==> config.mk <==
export PLATFORM = sky130hd
export DESIGN_NAME = nibble_pair_sampler
export DESIGN_NICKNAME = d
export VERILOG_FILES = /design/src/rtl/nibble_pkg.sv /design/src/rtl/sync_debounce.sv /design/src/rtl/nibble_pair_sampler.sv
export SDC_FILE = /design/constraint.sdc
export NUM_CORES = 1
export LEC_CHECK = 0
export ABC_AREA = 1
export CORE_MARGIN = 2
export CORE_UTILIZATION = 55
export CTS_CLUSTER_DIAMETER = 100
export CTS_CLUSTER_SIZE = 25
export DETAILED_ROUTE_END_ITERATION = 12
export HOLD_SLACK_MARGIN = 0.05
export PLACE_DENSITY = 0.81
export SKIP_LAST_GASP = 1
export SLEW_MARGIN = 20
export SYNTH_ARGS = -nofsm -noshare
export SYNTH_HDL_FRONTEND = slang
export SYNTH_SLANG_ARGS = --single-unit
==> constraint.sdc <==
create_clock -name clk -period 3 [get_ports clk]
set_input_delay 0.6 -clock clk [delete_from_list [all_inputs] [get_ports clk]]
set_output_delay 0.6 -clock clk [all_outputs]
set_load 0.005 [all_outputs]
==> src/rtl/nibble_pkg.sv <==
// Shared constants and types for the nibble adder operand path.
// Operand width, default debounce length and sampler FSM states.
package nibble_pkg;

  localparam int NIBBLE_W            = 4;
  localparam int DEBOUNCE_CYCLES_DEF = 16;

  typedef enum logic [1:0] {
    IDLE    = 2'd0,
    VALID   = 2'd1,
    RELEASE = 2'd2
  } sampler_state_t;

endpackage

==> src/rtl/sync_debounce.sv <==
// Two-flop synchroniser plus debouncer for one bouncy input.
// Emits the debounced level and one-cycle rise/fall pulses.
module sync_debounce #(
  parameter int DEBOUNCE_CYCLES = 16
) (
  input  logic clk,
  input  logic reset,
  input  logic raw,
  output logic db_level,
  output logic db_rise,
  output logic db_fall
);

  localparam logic [7:0] LAST = 8'(DEBOUNCE_CYCLES - 1);

  logic       s1;
  logic       s2;
  logic [7:0] cnt;

  // bring the raw input into the clk domain
  always_ff @(posedge clk or posedge reset) begin
    if (reset) begin
      s1 <= 1'b0;
      s2 <= 1'b0;
    end else begin
      s1 <= raw;
      s2 <= s1;
    end
  end

  // count consecutive disagreeing cycles; flip the level on the last one
  always_ff @(posedge clk or posedge reset) begin
    if (reset) begin
      cnt      <= '0;
      db_level <= 1'b0;
      db_rise  <= 1'b0;
      db_fall  <= 1'b0;
    end else begin
      db_rise <= 1'b0;
      db_fall <= 1'b0;
      if (s2 == db_level) begin
        cnt <= '0;
      end else if (cnt == LAST) begin
        cnt      <= '0;
        db_level <= ~db_level;
        db_rise  <= ~db_level;
        db_fall  <= db_level;
      end else begin
        cnt <= cnt + 8'd1;
      end
    end
  end

endmodule

==> src/rtl/nibble_pair_sampler.sv <==
// Operand stage: syncs pins, debounces the strobe, captures a
// nibble pair per press and offers it over valid/ready.
module nibble_pair_sampler
  import nibble_pkg::*;
#(
  parameter int DEBOUNCE_CYCLES = DEBOUNCE_CYCLES_DEF
) (
  input  logic                  clk,
  input  logic                  reset,
  input  logic [2*NIBBLE_W-1:0] pins_in,
  input  logic                  strobe_in,
  output logic [NIBBLE_W-1:0]   op_a,
  output logic [NIBBLE_W-1:0]   op_b,
  output logic                  op_valid,
  input  logic                  op_ready,
  output logic                  busy,
  output logic                  overrun,
  input  logic                  overrun_clr
);

  logic [2*NIBBLE_W-1:0] pins_s1;
  logic [2*NIBBLE_W-1:0] pins_s2;
  logic                  db_level;
  logic                  db_rise;
  logic                  db_fall;

  sampler_state_t state;
  sampler_state_t state_n;
  logic           seen_release;
  logic           seen_n;
  logic           load;
  logic           set_ov;

  // plain two-flop bank for the operand pins
  always_ff @(posedge clk or posedge reset) begin
    if (reset) begin
      pins_s1 <= '0;
      pins_s2 <= '0;
    end else begin
      pins_s1 <= pins_in;
      pins_s2 <= pins_s1;
    end
  end

  sync_debounce #(
    .DEBOUNCE_CYCLES(DEBOUNCE_CYCLES)
  ) u_strobe (
    .clk      (clk),
    .reset    (reset),
    .raw      (strobe_in),
    .db_level (db_level),
    .db_rise  (db_rise),
    .db_fall  (db_fall)
  );

  // next state, capture enable and overrun detection
  always_comb begin
    state_n = state;
    seen_n  = seen_release;
    load    = 1'b0;
    set_ov  = 1'b0;
    unique case (state)
      IDLE: begin
        if (db_rise) begin
          load    = 1'b1;
          seen_n  = 1'b0;
          state_n = VALID;
        end
      end
      VALID: begin
        if (db_fall) seen_n = 1'b1;
        if (db_rise && seen_release) set_ov = 1'b1;
        if (op_ready) state_n = db_level ? RELEASE : IDLE;
      end
      RELEASE: begin
        if (!db_level) state_n = IDLE;
      end
      default: state_n = IDLE;
    endcase
  end

  // state and registered outputs; a set of overrun beats a clear
  always_ff @(posedge clk or posedge reset) begin
    if (reset) begin
      state        <= IDLE;
      seen_release <= 1'b0;
      op_a         <= '0;
      op_b         <= '0;
      op_valid     <= 1'b0;
      busy         <= 1'b0;
      overrun      <= 1'b0;
    end else begin
      state        <= state_n;
      seen_release <= seen_n;
      op_valid     <= (state_n == VALID);
      busy         <= (state_n != IDLE);
      overrun      <= set_ov | (overrun & ~overrun_clr);
      if (load) begin
        op_a <= pins_s2[2*NIBBLE_W-1:NIBBLE_W];
        op_b <= pins_s2[NIBBLE_W-1:0];
      end
    end
  end

endmodule

Word-level counts from Yosys, hierarchy flattened
Index checks and enable logic that the tools add are counted.
Widths: inputs -> output; s select.
{"block": "word_totals", "reg_bits": 43, "latch_bits": 0, "ram_bits": 0, "mem_bits_ro": 0, "input_bits": 13, "word_cells": 52, "memories": 0}
{"block": "op_classes", "add_sub_neg": 1, "mul": 0, "n_div": 0, "n_lt_le_gt_ge": 0, "n_eq_ne": 7, "shift": 0, "n_mux": 18, "bitwise": 5, "n_reduce_logical": 6}
{"op": "$mux 8", "n": 2}
{"op": "$mux 1", "n": 10}
{"op": "$add 8x1->8 const B", "n": 1}
{"op": "$eq 8x4->1 const B", "n": 1}
{"op": "$mux 2", "n": 4}
{"op": "$pmux 2 s3", "n": 1}
{"op": "$eq 2x1->1 const B", "n": 2}
{"op": "$ne 2x1->1 const B", "n": 2}
{"op": "$reduce_bool 2->1", "n": 2}
{"op": "$not 1->1", "n": 3}
{"op": "$reduce_and 3->1", "n": 1}
{"op": "$eq 2x2->1 const B", "n": 1}
{"op": "$logic_not 2->1", "n": 1}
{"op": "$pmux 1 s2", "n": 1}
{"op": "$reduce_and 2->1", "n": 1}
{"op": "$and 1x1->1", "n": 1}
{"op": "$eq 1x1->1", "n": 1}
{"op": "$logic_and 1x1->1", "n": 1}
{"op": "$or 1x1->1", "n": 1}

Depth between registers and ports, before layout
{"block": "depth", "word_depth": 4, "mapped_depth": 7, "mapped_depth_nobuf": 7}

Cells and area by module
Synthesis repeated with hierarchy kept, for this count alone.
{"block": "unflattened", "hier_cells": 152, "area_unflattened_um2": 1575.3}
{"mod": "nibble_pair_sampler", "n_inst": 1, "cells_each": 81, "area_each_um2": 983.4, "seq_area_each_um2": 750.7}
{"mod": "sync_debounce", "n_inst": 1, "cells_each": 71, "area_each_um2": 591.8, "seq_area_each_um2": 325.3}

Worst setup path after synthesis
No wires, ideal clock.
{"block": "synth_timing", "kind": "reg2reg", "startpoint": "register state[1]", "endpoint": "register seen_release", "setup_time_ps": 121, "arrival_ps": 970, "required_time_ps": 2879, "slack_ps": 1909, "path_stages_with_launch": 5, "path_buffers": 1, "period_less_slack_ps": 1091, "cell_sequence": "dfrtp_1 > nor2_4 > nand2_4 > buf_6 > a22o_1"}
{"block": "synth_between", "elab_chain_len": 3, "word_cells_on_any_way": 7}
{"element": "from (decl)", "line": "nibble_pair_sampler.sv:27", "rtl": "sampler_state_t state;"}
{"element": "from (signal assigned)", "line": "nibble_pair_sampler.sv:93", "rtl": "state <= state_n;"}
{"element": "$eq 2x1->1 / $logic_not 2->1 (equally long branches)", "line": "nibble_pair_sampler.sv:62", "rtl": "unique case (state)"}
{"element": "$ne 2x1->1 (no line) / $reduce_bool 2->1 (equally long branches)"}
{"element": "$reduce_and 3->1 (no line)"}
{"element": "to (signal assigned)", "line": "nibble_pair_sampler.sv:94", "rtl": "seen_release <= seen_n;"}
{"element": "to (decl)", "line": "nibble_pair_sampler.sv:29", "rtl": "logic seen_release;"}
Several ways; a longest one is shown, not always the timed one.
A chain may end at the register's enable or synchronous reset.

Final worst setup path
{"block": "layout_timing", "startpoint": "register op_a[2]", "endpoint": "output op_a[2]"}
{"element": "from (decl)", "line": "nibble_pair_sampler.sv:12", "rtl": "output logic [NIBBLE_W-1:0] op_a,"}
{"element": "from (signal assigned)", "line": "nibble_pair_sampler.sv:99", "rtl": "op_a <= pins_s2[2*NIBBLE_W-1:NIBBLE_W];"}
No word-level cell between the ends.

==> results.py <==
metrics = {
    "floorplan": {
        "die_area_um2": 3230,
        "fp.dieH_um": 56.9,
        "die_w_um": 56.9,
        "core-area_um2": 2710,
        "start_util_pct": 56.7,
        "rows": 19,
        "io_pins": 24,
    },
    "clocking": {
        "htreeDepth": 2,
        "cts_tree": "yes",
        "cts_root_buffer": "clkbuf_4",
        "clk_pin_slew_ps": 110,
        "holdBufCountCts": 0,
        "post_cts_resized": 0,
        "numCtsBuffers": 5,
        "post-cts-setup-buffers": 0,
        "cts_sinks": 43,
        "clkLatencyLatePin_ps": 360,
        "clk_path_buf_depth": 2,
    },
    "sta": {
        "finClkSkew_ps": 13.0,
        "tightest_slew_ps": 501,
        "whs_ps": 360,
        "clock.fmax_mhz": 547,
        "fin_crit_sh_pct": 61.0,
        "maxSlewViolCount": 0,
        "final-setup-viol-count": 0,
        "timing.final.hold_violations": 0,
        "slew-limit-headroom_pct": 66.6,
        "final.setup.tns_ps": 0,
        "period_needed_ps": 1830,
        "rsz0062_at_grt": "no",
    },
    "cells_and_area": {
        "multiInputGateArea_um2": 388,
        "final-seq-area_um2": 1080,
        "fin_nets": 188,
        "n_antenna_cell": 0,
        "syn2layout_area_growth_pct": 22.6,
        "postLayoutCellArea_um2": 1880,
        "layout-drive-gt1-share_pct": 7.43,
        "nFillCells": 212,
    },
    "synth": {
        "syn_inst": 145,
        "synth_top_area_share_pct": 70.0,
        "syn_avg_cell_area_um2": 10.6,
        "yosys_warnings": 0,
        "syn-cell-area_um2": 1540,
        "ys_top_cells_by_count": "dfrtp_1, nand2_1, nor2_1",
        "synthTopCellsByArea": "dfrtp_1, nand2_1, nor2_1, nand3_1, inv_1",
        "synth_edf_count": 0,
        "seq_area_frac_synth_pct": 70.0,
        "synth_seq_cells": 43,
        "synth_most_common_cell": "dfrtp_1",
        "syn-num-nets": 159,
        "postSynth.asyncResetShare_pct": 100,
        "yosysUniqueCellTypes": 18,
        "synth-main-ff-cell": "dfrtp_1",
        "synth_top_area_cell": "dfrtp_1",
    },
    "status": {
        "status": "completed",
    },
    "power_and_ir_drop": {
        "switchingPower_uw": 203,
        "p_sw_share_pct": 20.1,
        "p_int_uw": 810,
        "cellPowerDensity_nw_per_um2": 538,
        "p_clk_share_pct": 37.1,
        "seqPwrFrac_pct": 59.3,
        "peakVddDrop_mv": 0.471,
        "leakage_uw": 0.000938,
        "pwr-share-comb_pct": 3.6,
        "power_uw": 1010,
    },
    "setup_path": {
        "worst_ep_required_time_ps": 2400,
        "path_class": "flop to output port",
        "cpPeakStageDelay_ps": 510,
        "cp-start-kind": "flop",
        "path_cells": "clkdlybuf4s50_1",
        "cp.arrival_ps": 1230,
        "cp_max_fo": 2,
        "crit_family": "buffers and inverters",
        "crit_slowest_cell": "clkdlybuf4s50_1",
        "endpoint_kind": "output port",
        "cp_num_buf_inv": 1,
    },
    "route": {
        "dr.pass1.iters": 4,
        "wire_per_inst_um": 11.8,
        "drc": 0,
        "drtIter0Drc": 43,
        "ant_nets": 0,
        "viasPerCell": 5.02,
        "via_count": 1035,
        "wirelength_um": 2440,
    },
    "worst_hold_path": {
        "hold_path_class": "flop to flop",
    },
    "placement": {
        "placedInstanceArea_um2": 1800,
        "portBuffers": 23,
        "hpwl_um": 1780,
        "finalWeightedCongestion": 0.763,
    },
    "grt": {
        "grt_usage_pct": 19.5,
        "grt_pass1_vias": 1087,
        "grt_max_degree": 44,
        "antenna_found_initial": 0,
        "gr-total-overflow": 0,
        "grt_pass1_wl_um": 4620,
    },
    "run": {
        "drv_cap": 0,
    },
}
## per-layer routing
layer  global-route usage (%)  vias up  wire length [um]
li1                         -      506                 -
met1                     21.0      498               995
met2                     33.4       24              1250
met3                     6.91        7               118
met4                     9.97        0                72
met5                        0        -                 0
## path summary, 6_finish.rpt
kind | start | to | slack (ps) | cells past startpoint
setup / recovery | op_a[2] | op_a[2] | 1170 | 1
setup reg to reg | u_strobe.cnt[0] | u_strobe.cnt[4] | 1750 | 6
min in group asynchronous | reset | op_b[0] | 650 | 3
hold reg to reg | pins_s1[5] | pins_s2[5] | 360 | 0
max in group asynchronous | reset | u_strobe.cnt[4] | 1990 | 3
hold / removal | pins_s1[5] | pins_s2[5] | 360 | 0
## state kept, by name (all words and copies together), names as in the netlist, 2 cells and up
name / flops
pins_s2: 8
op_a: 4
state: 2
op_b: 4
pins_s1: 8
u_strobe.cnt: 8
## cells by family after synthesis
group	Yosys count	share of synthesized area, %
buffers and inverters	17	4.72
XOR/XNOR	1	0.570
AO/OA/AOI/OAI	7	2.93
AND/OR/NAND/NOR	76	20.9
flip-flops	43	70.0
adder cells (fa/ha/maj)	1	0.814
## power by group through the flow
stage                     sequential, uW  combinational [uW]  clock (uW)
after detailed placement             613                37.6           0
after CTS                            601                37.8         385
after floorplan                      611                15.9           0
final                                601                36.3         375
after global placement               612                36.3           0
after global routing                 603                42.0         408
## stage by stage
step	setup slack, ps	std cells	utilization (%)
floorplan	1400	145	-
global placement	1550	198	66.3
detailed placement	1530	198	66.3
CTS	1140	206	69.5
global route	1100	206	69.5
finish	1170	206	69.5
## cells in the final DEF, fill, tap and decap left out
| cell type | synthesis | final |
|---|---|---|
| clkbuf_4 | 0 | 5 |
| o21ai_2 | 1 | 1 |
| clkdlybuf4s50_1 | 0 | 23 |
| nand3_1 | 12 | 12 |
| o21bai_1 | 1 | 1 |
| nand2_1 | 40 | 40 |
| clkbuf_8 | 0 | 1 |
| nand4_1 | 1 | 1 |
| nor2_2 | 1 | 1 |
| o21ai_0 | 4 | 4 |
| dfrtp_1 | 43 | 43 |
| clkinv_2 | 0 | 1 |
| bufinv_16 | 0 | 1 |
| nor2_4 | 1 | 1 |
| nor3_1 | 1 | 1 |
| nor2_1 | 19 | 19 |
| inv_1 | 15 | 15 |
| xor2_1 | 1 | 1 |
| nand2_4 | 1 | 1 |
| a22o_1 | 1 | 1 |
| ha_1 | 1 | 1 |
| buf_4 | 0 | 1 |
## area by class of cell
| cell class | instances | share of cell area [%] |
|---|---|---|
| sequential | 43 | 57.1 |
| multi-input combinational | 85 | 20.6 |
| inverter | 15 | 2.99 |
| clock buffer | 6 | 2.72 |
| timing repair buffer | 24 | 12.6 |
| tap | 31 | 2.06 |
| clock inverter | 2 | 1.86 |
No activity file was read; power rests on OpenSTA's default activity.
==> RTL change, RTL diff (same settings) <==
Set the package constant `NIBBLE_W` to 3 (it was 4).
--- a/src/rtl/nibble_pkg.sv
+++ b/src/rtl/nibble_pkg.sv
@@ -2,7 +2,7 @@
 // Operand width, default debounce length and sampler FSM states.
 package nibble_pkg;
 
-  localparam int NIBBLE_W            = 4;
+  localparam int NIBBLE_W            = 3;
   localparam int DEBOUNCE_CYCLES_DEF = 16;
 
   typedef enum logic [1:0] {
Interface: changed (resized op_a, op_b and pins_in); port bits go from 24 to 20. The function was not compared with the original's and may differ.
==> RTL change against the unedited design <==
Die area shrank 12%; total power shrank 19%; highest routed layer unchanged; fmax shrank 0.21%; routed wire length shrank 13%; combinational power shrank 12%; final area shrank 13%; sequential cell count shrank 6; synthesized area shrank 13%; setup slack lost 0.0039 ns; sequential power shrank 14%; final cell count shrank 11%.
==> RTL change: results (changes against the unedited design) <==
drt:
  routed_wl_mm: 2.12  # -13%
  first_iter_violations: 28  # -35%
  vias: 904  # -13%
  wl_met1_um: 928  # -6.7%
  dr_wl_met3_um: 76  # -36%
  dr_wl_met2_mm: 1.09  # -13%
placed_design:
  gp_congestion: 0.779  # +2.0%
  post-place-ws_ns: 1.37  # -0.158 ns
  io_buffers: 19  # -17%
  hpwlAfterDp_mm: 1.51  # -15%
  placed_cells: 176  # -11%
final_layout:
  reg_top3: "u_strobe.cnt: 8 flops, pins_s1: 6 flops, pins_s2: 6 flops"
  fin_cells: 184  # -11%
  final_layout_size_suffix_gt1_share_pct: 11.5  # +4.1 points
  nets: 167  # -11%
timing:
  max_slew_margin_pct: 71.0  # +4.4 points
  finClkSkew_ns: 0.00975  # -0.00326 ns
critical_path:
  max_stage_delay_ns: 0.51  # about the same
  slowest_stage: "clkdlybuf4s50_1"
global_routing:
  first_global_vias: 894  # -18%
  grtUsageTotal_pct: 19.5  # +0.032 points
  grt_max_degree: 38  # -14%
  grt_pass1_wl_mm: 3.73  # -19%
yosys:
  yosys-top-cells-count: "nand2_1, dfrtp_1, nor2_1"
  synth_nets: 140  # -12%
  synth.area.top_cells: "dfrtp_1, nand2_1, nor2_1"
  yosysSeqAreaShare_pct: 69.2  # -0.81 points
  syn_area_per_cell_um2: 10.4  # -1.4%
clock_tree:
  clock_latency_ns: 0.34  # -0.02 ns
  cts_resized: 0  # unchanged
  root_buffer: "clkbuf_4"
power_and_ir_drop:
  power.leakage_nw: 0.799  # -15%
  ir_drop_v: 0.000389  # -17%
outcome:
  status: "finished clean"
==> RTL change: changes by cell type in the layout (fill, tap and decap cells not counted), sizes merged, moves of 2 or more <==
cell           delta
nor2              -2
clkdlybuf4s50     -4
or2               +2
inv               -2
nand3             -8
dfrtp             -6
==> RTL change: final cells by class <==
cell class,count,area [um^2]
sequential,37,926
fill,184,622
multi-input combinational,79,367
timing repair buffer,20,198
inverter,12,45.0
clock buffer,5,37.5
tap,28,35.0
clock inverter,3,25.0
==> RTL change: stage by stage <==
stage	hold slack (ns)	utilization [%]	total power, mW	area, um^2
6_report	0.362	72.4	0.816	1630
4_1_cts	0.365	72.4	0.826	1630
3_3_place_gp	0.332	69.6	0.558	1570
2_1_floorplan	0.331	-	0.540	1340
3_5_place_dp	0.336	69.6	0.559	1570
5_1_grt	0.372	72.4	0.857	1630
==> RTL change: cell families after synthesis <==
| kind of cell | share of synthesized area, % |
|---|---|
| xor gates and xnor gates | 0.655 |
| buffers and inverters | 3.37 |
| and+or+nand+nor | 21.7 |
| DFF | 69.2 |
| adders and majority gates | 0.935 |
| AOI/OAI and AO/OA | 4.12 |
==> RTL change: routing by layer <==
metal	vias up	GRT usage (%)
li1	449	-
met3	4	8.47
met4	0	7.69
met1	429	22.8
met5	-	0
met2	22	31.3
==> RTL change: path summary, 6_finish.rpt <==
kind	endpoint	depth (start not counted)	slack, ns	start
worst max-delay path	op_a[1]	1	1.17	op_a[1]
worst min-delay path	pins_s2[1]	0	0.36	pins_s1[1]
worst max register to register	u_strobe.cnt[0]	6	1.76	u_strobe.cnt[0]
worst min register to register	pins_s2[1]	0	0.36	pins_s1[1]
max in group asynchronous	u_strobe.cnt[7]	3	2.05	reset
min in group asynchronous	pins_s1[1]	3	0.63	reset
==> RTL change: where the power goes <==
part / leakage, nW / internal, mW / switching (mW) / total [mW]
Combinational: 0.285 / 0.0154 / 0.0166 / 0.0320
Clock: 0.0318 / 0.0954 / 0.171 / 0.267
Sequential: 0.482 / 0.511 / 0.00558 / 0.517
Total: 0.799 / 0.622 / 0.194 / 0.816
